### config.mk
export PLATFORM = sky130hd
export DESIGN_NAME = conv_sequencer
export DESIGN_NICKNAME = d
export VERILOG_FILES = /design/src/rtl/conv_sequencer.sv
export SDC_FILE = /design/constraint.sdc
export NUM_CORES = 1
export LEC_CHECK = 0
export CORE_MARGIN = 1.5
export CORE_UTILIZATION = 30
export DETAILED_ROUTE_END_ITERATION = 16
export GPL_ROUTABILITY_DRIVEN = 0
export PLACE_DENSITY_LB_ADDON = 0.12
export SLEW_MARGIN = 20
export SYNTH_ARGS = -nofsm -noshare
export SYNTH_HDL_FRONTEND = slang
export SYNTH_SLANG_ARGS = --single-unit
### constraint.sdc
create_clock -name clk -period 1.7 [get_ports clk]
set_input_delay 0.34 -clock clk [delete_from_list [all_inputs] [get_ports clk]]
set_output_delay 0.34 -clock clk [all_outputs]
set_load 0.05 [all_outputs]
### src/rtl/conv_sequencer.sv
// Multi-cycle convolution controller: drives the shared ALU through FETCH/MUL/ACC per tap, then scales the sum to 8 bits.
// Optional macro CONV_SEQ_SAT_EN: clamp the scaled result to 0..255 instead of truncating it.
module conv_sequencer #(
    parameter int TAPS   = 9,
    parameter int DATA_W = 16,
    parameter int SHIFT  = 4
) (
    input  logic              clk,
    input  logic              rst_n,
    input  logic              start,
    output logic              busy,
    output logic              done,
    output logic [7:0]        pix_out,
    output logic [3:0]        win_addr,
    input  logic [7:0]        win_pix,
    input  logic [7:0]        win_coef,
    output logic [2:0]        alu_ctrl,
    output logic [DATA_W-1:0] alu_a,
    output logic [DATA_W-1:0] alu_b,
    input  logic [DATA_W-1:0] alu_result
);

    localparam logic [2:0] ALU_ADD = 3'b000;
    localparam logic [2:0] ALU_MUL = 3'b100;
    localparam logic [2:0] ALU_NOP = 3'b111;
    localparam logic [3:0] LAST_TAP = 4'(TAPS - 1);

    typedef enum logic [2:0] {
        IDLE  = 3'd0,
        FETCH = 3'd1,
        MUL   = 3'd2,
        ACC   = 3'd3,
        OUT   = 3'd4,
        DONE  = 3'd5
    } state_t;

    state_t            state;
    state_t            state_next;
    logic [DATA_W-1:0] acc;
    logic [DATA_W-1:0] prod;
    logic [3:0]        tap;
    logic [3:0]        addr_q;
    logic [7:0]        scaled;

`ifdef CONV_SEQ_SAT_EN
    logic signed [DATA_W-1:0] shifted;
    assign shifted = $signed(acc) >>> SHIFT;

    always_comb begin
        if (shifted[DATA_W-1])
            scaled = 8'd0;
        else if (|shifted[DATA_W-2:8])
            scaled = 8'hFF;
        else
            scaled = shifted[7:0];
    end
`else
    // Wrap-around: only the low byte of the shifted sum survives.
    assign scaled = 8'($signed(acc) >>> SHIFT);
`endif

    always_ff @(posedge clk) begin
        if (!rst_n) begin
            state   <= IDLE;
            acc     <= '0;
            prod    <= '0;
            tap     <= '0;
            addr_q  <= '0;
            pix_out <= '0;
        end else begin
            state <= state_next;
            case (state)
                IDLE: begin
                    if (start) begin
                        acc <= '0;
                        tap <= '0;
                    end
                end
                FETCH: addr_q <= tap;
                MUL:   prod <= alu_result;
                ACC: begin
                    acc <= alu_result;
                    if (tap != LAST_TAP)
                        tap <= tap + 4'd1;
                end
                OUT:   pix_out <= scaled;
                default: ;
            endcase
        end
    end

    always_comb begin
        state_next = state;
        busy       = (state != IDLE);
        done       = 1'b0;
        win_addr   = addr_q;
        alu_ctrl   = ALU_NOP;
        alu_a      = '0;
        alu_b      = '0;
        case (state)
            IDLE:  if (start) state_next = FETCH;
            FETCH: begin
                win_addr   = tap;
                state_next = MUL;
            end
            MUL: begin
                alu_ctrl   = ALU_MUL;
                alu_a      = {{(DATA_W-8){1'b0}}, win_pix};
                alu_b      = {{(DATA_W-8){win_coef[7]}}, win_coef};
                state_next = ACC;
            end
            ACC: begin
                alu_ctrl   = ALU_ADD;
                alu_a      = acc;
                alu_b      = prod;
                state_next = (tap == LAST_TAP) ? OUT : FETCH;
            end
            OUT:  state_next = DONE;
            DONE: begin
                done       = 1'b1;
                state_next = IDLE;
            end
            default: state_next = IDLE;
        endcase
    end

endmodule
Yosys cells after proc, flatten, opt, wreduce, memory -nomap -nowiden

Cells that the tools add are included.

Output and inout bits: 49
Memory bits (read-only): 0
Bits in writable memories: 0
Bits in registers: 51
Input bits: 35
Bits in latches: 0
Memories kept: 0

Multipliers: 0
Multiplexer cells: 13
Shift operators: 0
Div/mod/pow operators: 0
Equality and inequality tests: 9
Add/subtract/negate cells: 1
Bitwise gates (word level): 0
Reductions and logical operators: 5
$lt $le $gt $ge: 0

Operators by type and width:

| kind                                                | count |
|---|---|
| one-hot mux 16 bit (2 select lines)                 | 3 |
| 2-to-1 mux 16 bit                                   | 1 |
| one-hot mux 3 bit (5 select lines)                  | 1 |
| 2-to-1 mux 4 bit                                    | 3 |
| one-hot mux 4 bit (2 select lines)                  | 1 |
| equality test 3 x 2 -> 1 bit, second input constant | 2 |
| equality test 3 bit, second input constant          | 2 |
| 2-to-1 mux 3 bit                                    | 2 |
| one-hot mux 3 bit (2 select lines)                  | 1 |
| adder 4 x 1 -> 4 bit, second input constant         | 1 |
| equality test 4 bit, second input constant          | 1 |
| inequality test 2 bit, second input constant        | 2 |
| inequality test 4 bit, second input constant        | 1 |
| equality test 3 x 1 -> 1 bit, second input constant | 1 |
| zero test 3 bit                                     | 1 |
| AND reduction 3 bit                                 | 1 |
| nonzero test 3 bit                                  | 1 |
| AND reduction 2 bit                                 | 1 |
| nonzero test 2 bit                                  | 1 |
| 2-to-1 mux 1 bit                                    | 1 |

Depth between registers and ports, before layout

Gate-level depths: netlist of run 1.

Depth in word-level cells: 3
Mapped depth: 7
Depth with buffers taken out: 5

Worst setup path after synthesis of run 1

No wires, ideal clock.

Path type: register -> output
Start: register state[2]
End: output port alu_a[1]
Data required time: 1.360 ns
Slack: -0.554 ns
Stages on the path, launching flop included: 6
Arrival time: 1.914 ns
Cell sequence: dfxtp_1 > buf_6 > nand2b_1 > buf_2 > buf_1 > nor2_1

Longest elaborated chain between the ends: 2

Ends and longest elaborated chain:

| element                               | line | source |
|---|---|---|
| start, declared                       | 37   | `state_t state;` |
| start signal, assigned                | 71   | `state <= state_next;` |
| equality test 3 x 2 -> 1 bit          | 100  | `case (state)` |
| one-hot mux 16 bit (2 select lines) * | 100  |  |
| end, declared                         | 18   | `output logic [DATA_W-1:0] alu_a,` |

Mark *: on every way between the ends. The rest lies on a longest branch, timed or not.

Final worst setup path of run 1

Start: register state[0]
End: output port win_addr[3]

Longest elaborated chain between the ends: 2

Ends and longest elaborated chain:

| element                      | line | source |
|---|---|---|
| equality test 3 x 1 -> 1 bit | 100  |  |
| 2-to-1 mux 4 bit             | -    |  |
| end, declared                | 14   | `output logic [3:0] win_addr,` |

No other way between the ends.

==> summary.txt, run 1 <==
Status
  – Status: complete, but fails checks
  – Failing checks: setup timing

Flow run
  – Number of max-cap violations: 0

Global route
  – Most heavily used metal layer in global routing: met2
  – GR Util met1: between 20% and 30%
  – Initial antenna violation count: 0
  – First-pass GRT wire length: 11350 um
  – M3 GR Usage: under 10%
  – Vias in the first global route: 2195
  – Met2 usage: 26.04%
  – GRT Total Usage: between 15 and 20%
  – Grt total ovfl: 0
  – Maximum number of pins on one net before global-route repair: 41

Worst setup path
  – Worst Path Class, Setup: flop to output port
  – Crit path buf inv count: 2
  – Crit Reg-Reg Endpoint: tap[0]$_SDFFE_PN0P_
  – Reg2reg path depth: 5
  – Crit-path max FO: 7
  – CP max-delay cell: dfxtp_4
  – CP peak stage delay: 410 ps
  – Kind of end point of the critical path: output port
  – R2R Setup Slk: 100 ps
  – Family with the most delay on the worst path: flip-flops
  – CP Data Arrival Time: 1520 ps
  – Reg-to-reg startpoint: state[0]$_SDFFE_PN0P_
  – Worst EP required: between 1000 and 1500 ps
  – Worst setup SP type: flop
  – Crit-path cells: nor3b_4, buf_6, mux2_4, buf_8

Placement
  – # port buffers: 83
  – DPL Wire Length: 4867 um

Clocking
  – Clock transition at path regs: ~100 ps
  – Longest Clk Path Bufs: 2
  – Clk sink count: between 50 and 60
  – CTS tree: yes
  – Clock buffer count from CTS: 5
  – CTS root buf: clkbuf_8
  – H-tree Lvls: 2
  – Clk_lat worst skew: 300 ps

STA
  – Slew headroom: about three quarters
  – Crit share post-route: 109.2%
  – Fin crit period: 1857 ps
  – RSZ-0062 raised after global routing: yes
  – Clock skew: 8.385 ps
  – Final hold violations: 0
  – Fmax: ~540 MHz
  – Finish-stage setup viols: 38
  – Pins Over Slew Limit: 0
  – Worst slew pin tran: 387.5 ps
  – Final worst setup slack: -156.6 ps

Detailed routing
  – DRC errors left: 0
  – DRT Pass-1 Iters: 4
  – Detailed Route Iter0 Violations: 109
  – Routed vias/inst: just under 5
  – Total wire length: 7214 um
  – DR WL/cell: 14.84 um
  – Via count: 2337
  – Antenna Nets Post-Route: 0

Floorplan
  – Initial Util: between 30% and 40%
  – Die area: 0.008575 mm^2
  – Num rows: 32
  – I/O pin cnt: 84
  – Die Wd: 92.60 um
  – Die Span Y: slightly above 90 um
  – Core area: 0.007767 mm^2

Yosys
  – Post-synthesis cell type count: 36
  – Cell count after synthesis: 287
  – Syn avg cell area: 8.392 um^2
  – Yosys reg bits: 51
  – Syn nets: 324
  – Synth area leaders: dfxtp_1 (42%), mux2i_1 (10%), nand2_1 (7.8%)
  – Synth area leader: dfxtp_1
  – Synth Warn #: 0
  – Post-synth top area share: 42.39%
  – Post-synthesis sequential area ratio: 42.39%
  – Mapped Area: 0.002409 mm^2

Layout
  – Fill cells: about 700
  – Fin util: approximately 57%
  – NumNets Final: 420
  – Multi-input logic area: 0.001558 mm^2
  – Share of cells above drive strength 1: 40.36%
  – Most common cell after layout, fill and taps aside: nand2_1
  – Ant diodes: 0
  – Syn-to-layout area delta: 83.22%
  – Most frequent cells in the layout: nand2_1 (50), dfxtp_1 (48), buf_12 (43)
  – Sequential Area: 0.001032 mm^2

Power
  – Sw frac: roughly 35%
  – Int Pwr: around 0.0023 W
  – Max VDD drop: 0.4064 mV
  – Leak pwr: 1.620 nW
  – Clock group share of total power: around 20%
  – Power per standard cell area: approximately 800 mW/mm^2
  – Logic pwr share: 42.6%
  – Net Sw Power: 0.001219 W
  – Reg power frac: 37.2%
  – Pwr Total: 0.003518 W

Min path
  – Tightest Hold Check Type: flop to flop
  – Worst Hold Endpoint: prod[7]$_SDFFE_PN0P_
  – Cells on Worst Hold Path: 2
  – Worst Hold Launch: prod[7]$_SDFFE_PN0P_
-- worst register-to-register path: cells and delay by family (launching register included) --
kind | cells | cell delay (ps)
DFF | 1 | 380
and+or+nand+nor | 2 | 720
buffers and inverters | 2 | 270
AOI/OAI and AO/OA | 1 | 150
-- kinds of logic after synthesis --
logic type      count (synthesis)  synth area share (%)
simple gates                  125                 25.61
flops                          51                 42.39
compound gates                 49                 11.48
buf+inv                        31                 7.272
mux                            28                 11.84
fa+ha+maj                       2                 1.039
xor+xnor                        1                0.3637
-- per-layer routing --
metal  wire (um)  vias up
li1            -     1154
met1        3263     1107
met2        3431       71
met3         454        5
met4          65        0
met5           0        -
-- cells in the mapped netlist --
cell and count:
or4bb_1 1, dfxtp_1 51, mux2_2 4, clkbuf_1 6, and2_1 13, inv_1 3
nor3b_1 1, nand2b_1 1, a21oi_1 34, nor3b_2 2, o21ai_0 2, clkbuf_2 1
nand3_2 2, a31oi_1 2, nand2_1 50, nor3_1 1, ha_1 2, and3b_1 2
buf_4 4, a21o_1 9, clkinv_1 1, buf_6 4, inv_2 1, or3b_2 1
mux2i_1 24, buf_2 10, nand3b_1 1, buf_1 1, o21a_1 1, a21oi_2 1
nand4b_1 2, nor2_1 25, or4b_4 1, nand3_1 19, or3_1 3, xnor2_1 1
-- what timing repair did --
| action | 4_1_cts | 5_1_grt |
|---|---|---|
| gates resized for setup | 60 | 20 |
| setup buffers | 5 | 4 |
| endpoints found under the setup margin | 41 | 39 |
| pin swaps | 4 | 4 |
| hold endpoints to repair | 0 | 0 |
| hold buffers | 0 | 0 |
| cloned | 2 | 1 |
-- metrics by stage --
step | std cells | instance area (um^2) | worst slack [ps] | TNS (ps) | hold WS (ps)
after floorplan | 287 | 2516 | -62.00 | -124.0 | 436.0
after global placement | 466 | 3844 | -100.0 | -2224 | 442.6
after detailed placement | 466 | 3844 | -125.2 | -2774 | 446.1
after CTS | 481 | 4239 | -172.0 | -3858 | 471.5
after global routing | 486 | 4413 | -225.5 | -6250 | 490.4
final | 486 | 4413 | -156.6 | -4019 | 472.1
-- how the worst max path moves through the flow --
stage	start	end	slack (ps)	depth (start not counted)
2_1_floorplan	state[0]$_SDFFE_PN0P_	alu_b[4]	-60	4
3_3_place_gp	win_coef[7]	alu_b[8]	-100	4
3_5_place_dp	win_coef[7]	alu_b[9]	-130	4
4_1_cts	state[0]$_SDFFE_PN0P_	win_addr[3]	-170	4
5_1_grt	state[0]$_SDFFE_PN0P_	win_addr[3]	-230	4
6_report	state[0]$_SDFFE_PN0P_	win_addr[3]	-160	4
-- area by class of cell --
class                      instances  area share (%)
multi-input combinational        206           35.30
inverter                           5          0.7088
clock inverter                     3          0.5671
sequential                        51           23.39
clock buffer                       5           1.559
timing repair buffer             114           35.58
tap                              102           2.892
-- flip-flops by register name, summed over array words and instances, names as in the netlist --
register / cells
pix_out: 8
prod: 16
acc: 16
tap: 4
addr_q: 4
state: 3
-- power by group through the flow --
stage	logic [W]	registers, W	clock network, W
detailed placement	0.00125	0.00132	0
floorplan	0.000722	0.00130	0
finish	0.00150	0.00131	0.000714
global placement	0.00125	0.00132	0
CTS	0.00139	0.00130	0.000738
global route	0.00158	0.00132	0.000782
No activity file was read; power rests on OpenSTA's default activity.
==> run 2, diff against run 1 <==
--- a/config.mk
+++ b/config.mk
@@ -10,6 +10,7 @@
 export DETAILED_ROUTE_END_ITERATION = 16
 export GPL_ROUTABILITY_DRIVEN = 0
 export PLACE_DENSITY_LB_ADDON = 0.12
+export SETUP_SLACK_MARGIN = 0.15
 export SLEW_MARGIN = 20
 export SYNTH_ARGS = -nofsm -noshare
 export SYNTH_HDL_FRONTEND = slang
==> summary.txt, run 2 (same netlist as run 1, synthesis figures left out) <==
Power
  – Max VDD drop: 0.3159 mV (-22%)
  – Int Pwr: 0.002315 W (+0.71%)
  – Sw frac: 32.97% (-1.7 points)
  – Net Sw Power: 0.001139 W (-6.6%)
  – Leak pwr: 1.560 nW (-3.7%)
  – Power per standard cell area: 816.9 mW/mm^2 (+2.5%)
  – Reg power frac: 37.7% (+0.5 points)
  – Clock group share of total power: 23.7% (+3.4 points)
  – Logic pwr share: 38.7% (-3.9 points)

Clocking
  – H-tree Lvls: 2 (unchanged)
  – CTS tree: yes
  – Clk sink count: 51 (unchanged)
  – Clk_lat worst skew: 300 ps (about the same)
  – Longest Clk Path Bufs: 2 (unchanged)
  – Clock buffer count from CTS: 5 (unchanged)
  – Clock transition at path regs: 80 ps (-20 ps)
  – CTS root buf: clkbuf_8

STA
  – Fin crit period: 1896 ps (+39.09 ps)
  – Final hold violations: 0 (unchanged)
  – Clock skew: 7.419 ps (-0.9659 ps)
  – Crit share post-route: 111.5% (+2.3 points)
  – Worst slew pin tran: 503.9 ps (+116.4 ps)
  – RSZ-0062 raised after global routing: yes
  – Final hold slack: 458.7 ps (-13.36 ps)
  – Fmax: 527.5 MHz (-2.1%)
  – Final worst setup slack: -195.7 ps (-39.09 ps)
  – Slew headroom: 66.41% (-7.8 points)
  – Finish-stage setup viols: 39 (+2.6%)
  – Pins Over Slew Limit: 0 (unchanged)

Global route
  – M3 GR Usage: 5.747% (+1.7 points)
  – GRT Total Usage: 16.61% (-0.37 points)
  – Initial antenna violation count: 0 (unchanged)
  – GR Util met1: 20.89% (-3.1 points)
  – Most heavily used metal layer in global routing: met2
  – Vias in the first global route: 2281 (+3.9%)
  – First-pass GRT wire length: 11190 um (-1.4%)
  – Maximum number of pins on one net before global-route repair: 44 (+7.3%)
  – Met2 usage: 26.59% (+0.55 points)
  – Grt total ovfl: 0 (unchanged)

Worst setup path
  – Most frequent cell on the critical path: buf_12
  – Worst setup SP type: flop
  – CP max-delay cell: dfxtp_4
  – Crit-path max FO: 29 (+22)
  – Family with the most delay on the worst path: buffers and inverters
  – CP Data Arrival Time: 1560 ps (+40 ps)
  – Kind of end point of the critical path: output port
  – Worst Path Class, Setup: flop to output port
  – CP peak stage delay: 370 ps (-40 ps)
  – Worst EP required: 1360 ps (about the same)
  – Crit-path cells: buf_12, and3b_1, buf_12, a21o_2, buf_12
  – Crit path buf inv count: 3 (+1)

Layout
  – Fill cells: 718 (+2.7%)
  – Biggest regs: acc x16, prod x16, pix_out x8
  – Fin area: 0.004228 mm^2 (-4.2%)
  – Syn-to-layout area delta: 75.53%
  – Fin util: 54.43% (-2.4 points)
  – Most common cell after layout, fill and taps aside: nand2_1
  – Share of cells above drive strength 1: 40.69% (+0.33 points)
  – NumNets Final: 413 (-1.7%)
  – Ant diodes: 0 (unchanged)
  – Most frequent cells in the layout: nand2_1 (50), dfxtp_1 (48), buf_12 (36)

Detailed routing
  – Total wire length: 6749 um (-6.4%)
  – Routed vias/inst: 4.726 (-1.7%)
  – Via count: 2259 (-3.3%)
  – Detailed Route Iter0 Violations: 95 (-13%)
  – DRC errors left: 0 (unchanged)
  – Antenna Nets Post-Route: 0 (unchanged)
  – DRT Pass-1 Iters: 4 (unchanged)
  – DR WL/cell: 14.12 um (-4.9%)

Floorplan
  – I/O pin cnt: 84 (unchanged)
  – Num rows: 32 (unchanged)
  – Die Span Y: 92.60 um (unchanged)
  – Die area: 0.008575 mm^2 (unchanged)
  – Die Wd: 92.60 um (unchanged)
  – Core area: 0.007767 mm^2 (unchanged)
  – Initial Util: 31.01% (unchanged)

Flow run
  – Number of max-cap violations: 0 (unchanged)

Placement
  – DPL Wire Length: 4750 um (-2.4%)
  – Cell Area, Placed: 0.003791 mm^2 (-1.4%)
  – # port buffers: 83 (unchanged)

Status
  – Failing checks: setup timing
  – Status: complete, but fails checks

Min path
  – Tightest Hold Check Type: flop to flop
==> run 2: changes by cell type in the layout (fill, tap and decap cells not counted), sizes merged <==
cell	change
and2	-1
buf	-4
bufbuf	-1
bufinv	+1
clkinv	-2
clkinvlp	-1
==> run 2: worst min-delay path, delay by kind of cell (launching register included) <==
family	cells	cell delay, ps
flip-flops	1	320
AND/OR/NAND/NOR	1	50
AO/OA/AOI/OAI	1	50
==> run 2: final cells by class <==
cell class                      count  area (um^2)  share of cell area [%]
Clock buffer                        6        72.57                   1.716
Clock inverter                      1        30.03                  0.7103
Timing Repair Buffer              108         1445                   34.18
Tap cell                          102        127.6                   3.019
Sequential cell                    51         1032                   24.42
Inverter                            5        18.77                  0.4439
Multi-Input combinational cell    205         1501                   35.51
==> run 2: stage by stage <==
stage / TNS [ps] / total power [W] / instances / worst slack, ps
2_1_floorplan: -219.7 / 0.002012 / 287 / -41.30
3_3_place_gp: -2615 / 0.002505 / 467 / -105.0
3_5_place_dp: -2934 / 0.002516 / 467 / -121.8
4_1_cts: -6224 / 0.003445 / 478 / -205.4
5_1_grt: -8072 / 0.003610 / 478 / -243.6
6_report: -5610 / 0.003454 / 478 / -195.7
==> run 2: final timing paths <==
path / start / endpoint / slack (ps) / depth (start not counted)
setup / recovery: state[0]$_SDFFE_PN0P_ / alu_b[8] / -200 / 5
hold / removal: prod[5]$_SDFFE_PN0P_ / prod[5]$_SDFFE_PN0P_ / 460 / 2
setup reg to reg: state[1]$_SDFFE_PN0P_ / tap[1]$_SDFFE_PN0P_ / 130 / 5
hold reg to reg: prod[5]$_SDFFE_PN0P_ / prod[5]$_SDFFE_PN0P_ / 460 / 2
==> run 2: what timing repair did <==
item | 4_1_cts | 5_1_grt
setup endpoints to repair | 47 | 60
resized for setup | 35 | 36
cloned | 1 | 0
pin swaps | 3 | 11
buffers inserted | 3 | 1
hold buffers | 0 | 0
==> run 2: power by group through the flow <==
stage	registers (W)	logic (W)	clock network (W)
final	0.00130	0.00134	0.000818
after global routing	0.00131	0.00141	0.000890
after CTS	0.00130	0.00131	0.000841
after detailed placement	0.00132	0.00119	0
after global placement	0.00132	0.00118	0
after floorplan	0.00130	0.000714	0
==> run 2: routing by layer <==
| metal | vias to the layer above | wire length (um) |
|---|---|---|
| li1 | 1140 | - |
| met1 | 1043 | 3175 |
| met2 | 70 | 2988 |
| met3 | 6 | 509 |
| met4 | 0 | 76 |
| met5 | - | 0 |
==> run 3, diff against run 2 <==
==> constraint.sdc (replaced) <==
create_clock -name clk -period 1.58 [get_ports clk]
set_input_delay 0.316 -clock clk [delete_from_list [all_inputs] [get_ports clk]]
set_output_delay 0.316 -clock clk [all_outputs]
set_load 0.05 [all_outputs]
==> summary.txt, run 3 (same netlist as run 1, synthesis figures left out) <==
Floorplan
  – Core area: 0.007767 mm^2 (unchanged)
  – Die area: 0.008575 mm^2 (unchanged)
  – I/O pin cnt: 84 (unchanged)
  – Die Span Y: 92.60 um (unchanged)
  – Die Wd: 92.60 um (unchanged)
  – Num rows: 32 (unchanged)
  – Initial Util: 31.01% (unchanged)

Layout
  – Fin area: 0.004755 mm^2 (+12%)
  – NumNets Final: 435 (+5.3%)
  – Ant diodes: 0 (unchanged)
  – Fin cells: 500 (+4.6%)
  – Biggest regs: acc x16, prod x16, pix_out x8
  – Most frequent cells in the layout: buf_12 (47), dfxtp_1 (46), nand2_1 (45)
  – Share of cells above drive strength 1: 49.50% (+8.8 points)
  – Syn-to-layout area delta: 97.40%
  – Fill cells: 655 (-8.8%)
  – Most common cell after layout, fill and taps aside: buf_12

Global route
  – Maximum number of pins on one net before global-route repair: 44 (unchanged)
  – Vias in the first global route: 2436 (+6.8%)
  – GRT Total Usage: 18.44% (+1.8 points)
  – Grt total ovfl: 0 (unchanged)
  – Initial antenna violation count: 0 (unchanged)
  – First-pass GRT wire length: 12220 um (+9.2%)

Clocking
  – H-tree Lvls: 2 (unchanged)
  – Clock transition at path regs: 90 ps (about the same)
  – CTS tree: yes
  – Longest Clk Path Bufs: 2 (unchanged)
  – CTS root buf: clkbuf_8
  – Clk_lat worst skew: 310 ps (about the same)
  – CTS Hold Bufs: 0 (unchanged)
  – Clock buffer count from CTS: 5 (unchanged)
  – Clk sink count: 51 (unchanged)

Min path
  – Tightest Hold Check Type: flop to flop

Detailed routing
  – Total wire length: 7705 um (+14%)
  – DRT Pass-1 Iters: 4 (unchanged)
  – Detailed Route Iter0 Violations: 57 (-40%)
  – Via count: 2394 (+6.0%)
  – DR WL/cell: 15.41 um (+9.1%)
  – Routed vias/inst: 4.788 (+1.3%)
  – DRC errors left: 0 (unchanged)
  – Antenna Nets Post-Route: 0 (unchanged)

Placement
  – Inst Count DP: 470 (+0.64%)
  – Cell Area, Placed: 0.004071 mm^2 (+7.4%)
  – DPL Wire Length: 5032 um (+5.9%)
  – # port buffers: 83 (unchanged)

Power
  – Int Pwr: 0.002757 W (+19%)
  – Leak pwr: 1.763 nW (+13%)
  – Logic pwr share: 44.2% (+5.5 points)
  – Power per standard cell area: 866.5 mW/mm^2 (+6.1%)
  – Reg power frac: 34.1% (-3.6 points)
  – Max VDD drop: 0.4107 mV (+30%)
  – Pwr Total: 0.004120 W (+19%)
  – Sw frac: 33.08% (+0.11 points)
  – Net Sw Power: 0.001363 W (+20%)
  – Clock group share of total power: 21.7% (-2.0 points)

STA
  – RSZ-0062 raised after global routing: yes
  – Crit share post-route: 120.4%
  – Clock skew: 8.374 ps (+0.9542 ps)
  – Slew headroom: 82.98% (+17 points)
  – Final worst setup slack: -322.4 ps (-126.8 ps)
  – Fmax: about 530 MHz
  – Worst slew pin tran: 248.2 ps (-255.7 ps)
  – Finish-stage setup viols: 61 (+56%)
  – Pins Over Slew Limit: 0 (unchanged)
  – Fin crit period: between 1500 and 2000 ps
  – Final hold violations: 0 (unchanged)

Worst setup path
  – Crit-path max FO: 4 (-86%)
  – CP peak stage delay: 380 ps (about the same)
  – Worst setup SP type: flop
  – Crit-path cells: buf_12, nor3b_4, buf_6, mux2_4, buf_8
  – Kind of end point of the critical path: output port
  – CP max-delay cell: dfxtp_4
  – Worst EP required: 1260 ps (-100 ps)
  – Worst Path Class, Setup: flop to output port
  – CP Data Arrival Time: 1590 ps (+30 ps)

Flow run
  – Number of max-cap violations: 0 (unchanged)

Status
  – Status: complete, but fails checks
  – Failing checks: setup timing
[run 3: cell type report]
cell class / instances / area (um^2) / area share [%]
inverters: 5 / 26.28 / 0.5526
clock inverters: 1 / 30.03 / 0.6316
clock buffers: 6 / 72.57 / 1.526
repair buffers: 129 / 1807 / 38.00
multi-input cells: 206 / 1657 / 34.84
flip-flops and latches: 51 / 1035 / 21.76
well taps: 102 / 127.6 / 2.684
[run 3: power groups by stage]
stage | logic (W) | registers (W) | clock network, W
3_5_place_dp | 0.00146 | 0.00143 | 0
2_1_floorplan | 0.000914 | 0.00141 | 0
4_1_cts | 0.00179 | 0.00141 | 0.000914
5_1_grt | 0.00190 | 0.00142 | 0.000960
6_report | 0.00182 | 0.00141 | 0.000893
3_3_place_gp | 0.00145 | 0.00143 | 0
[run 3: final timing paths]
check,endpoint,cells past startpoint,from,slack (ps)
worst max-delay path,win_addr[0],5,state[2]$_SDFFE_PN0P_,-320
worst min-delay path,prod[2]$_SDFFE_PN0P_,2,prod[2]$_SDFFE_PN0P_,460
worst max register to register,tap[0]$_SDFFE_PN0P_,7,state[1]$_SDFFE_PN0P_,-120
worst min register to register,prod[2]$_SDFFE_PN0P_,2,prod[2]$_SDFFE_PN0P_,460
[run 3: critical path: cells and delay by family (launching register included)]
| family | cells | cell delay, ps |
|---|---|---|
| buffers and inverters | 3 | 430 |
| flip-flops | 1 | 380 |
| multiplexers | 1 | 320 |
| AND/OR/NAND/NOR | 1 | 160 |
[run 3: stage by stage]
stage                     setup TNS, ps  util (%)  hold slack [ps]  worst slack (ps)
after floorplan                       0         -            436.0             58.17
after global placement            -6216     52.42            445.0            -224.3
after detailed placement          -6743     52.42            449.3            -244.3
after CTS                        -12130     59.33            462.8            -337.8
after global routing             -14330     61.21            488.3            -378.5
final                            -11150     61.21            459.3            -322.4
[run 3: repair_timing]
item                       CTS  global route
cloned                       6             0
resized for setup           50            30
buffers inserted            15             2
hold endpoints to repair     0             0
setup endpoints to repair   83            87
pin swaps                   15            12
[run 3: per-layer routing]
layer  global-route usage (%)  vias up  share of wire (%)  routed length, um
li1                         -     1179                  -                  -
met4                    3.846        0               0.84                 65
met5                        0        -                  0                  0
met1                    22.13     1154                 44               3396
met3                    4.516        5                4.3                328
met2                    33.09       56                 51               3914
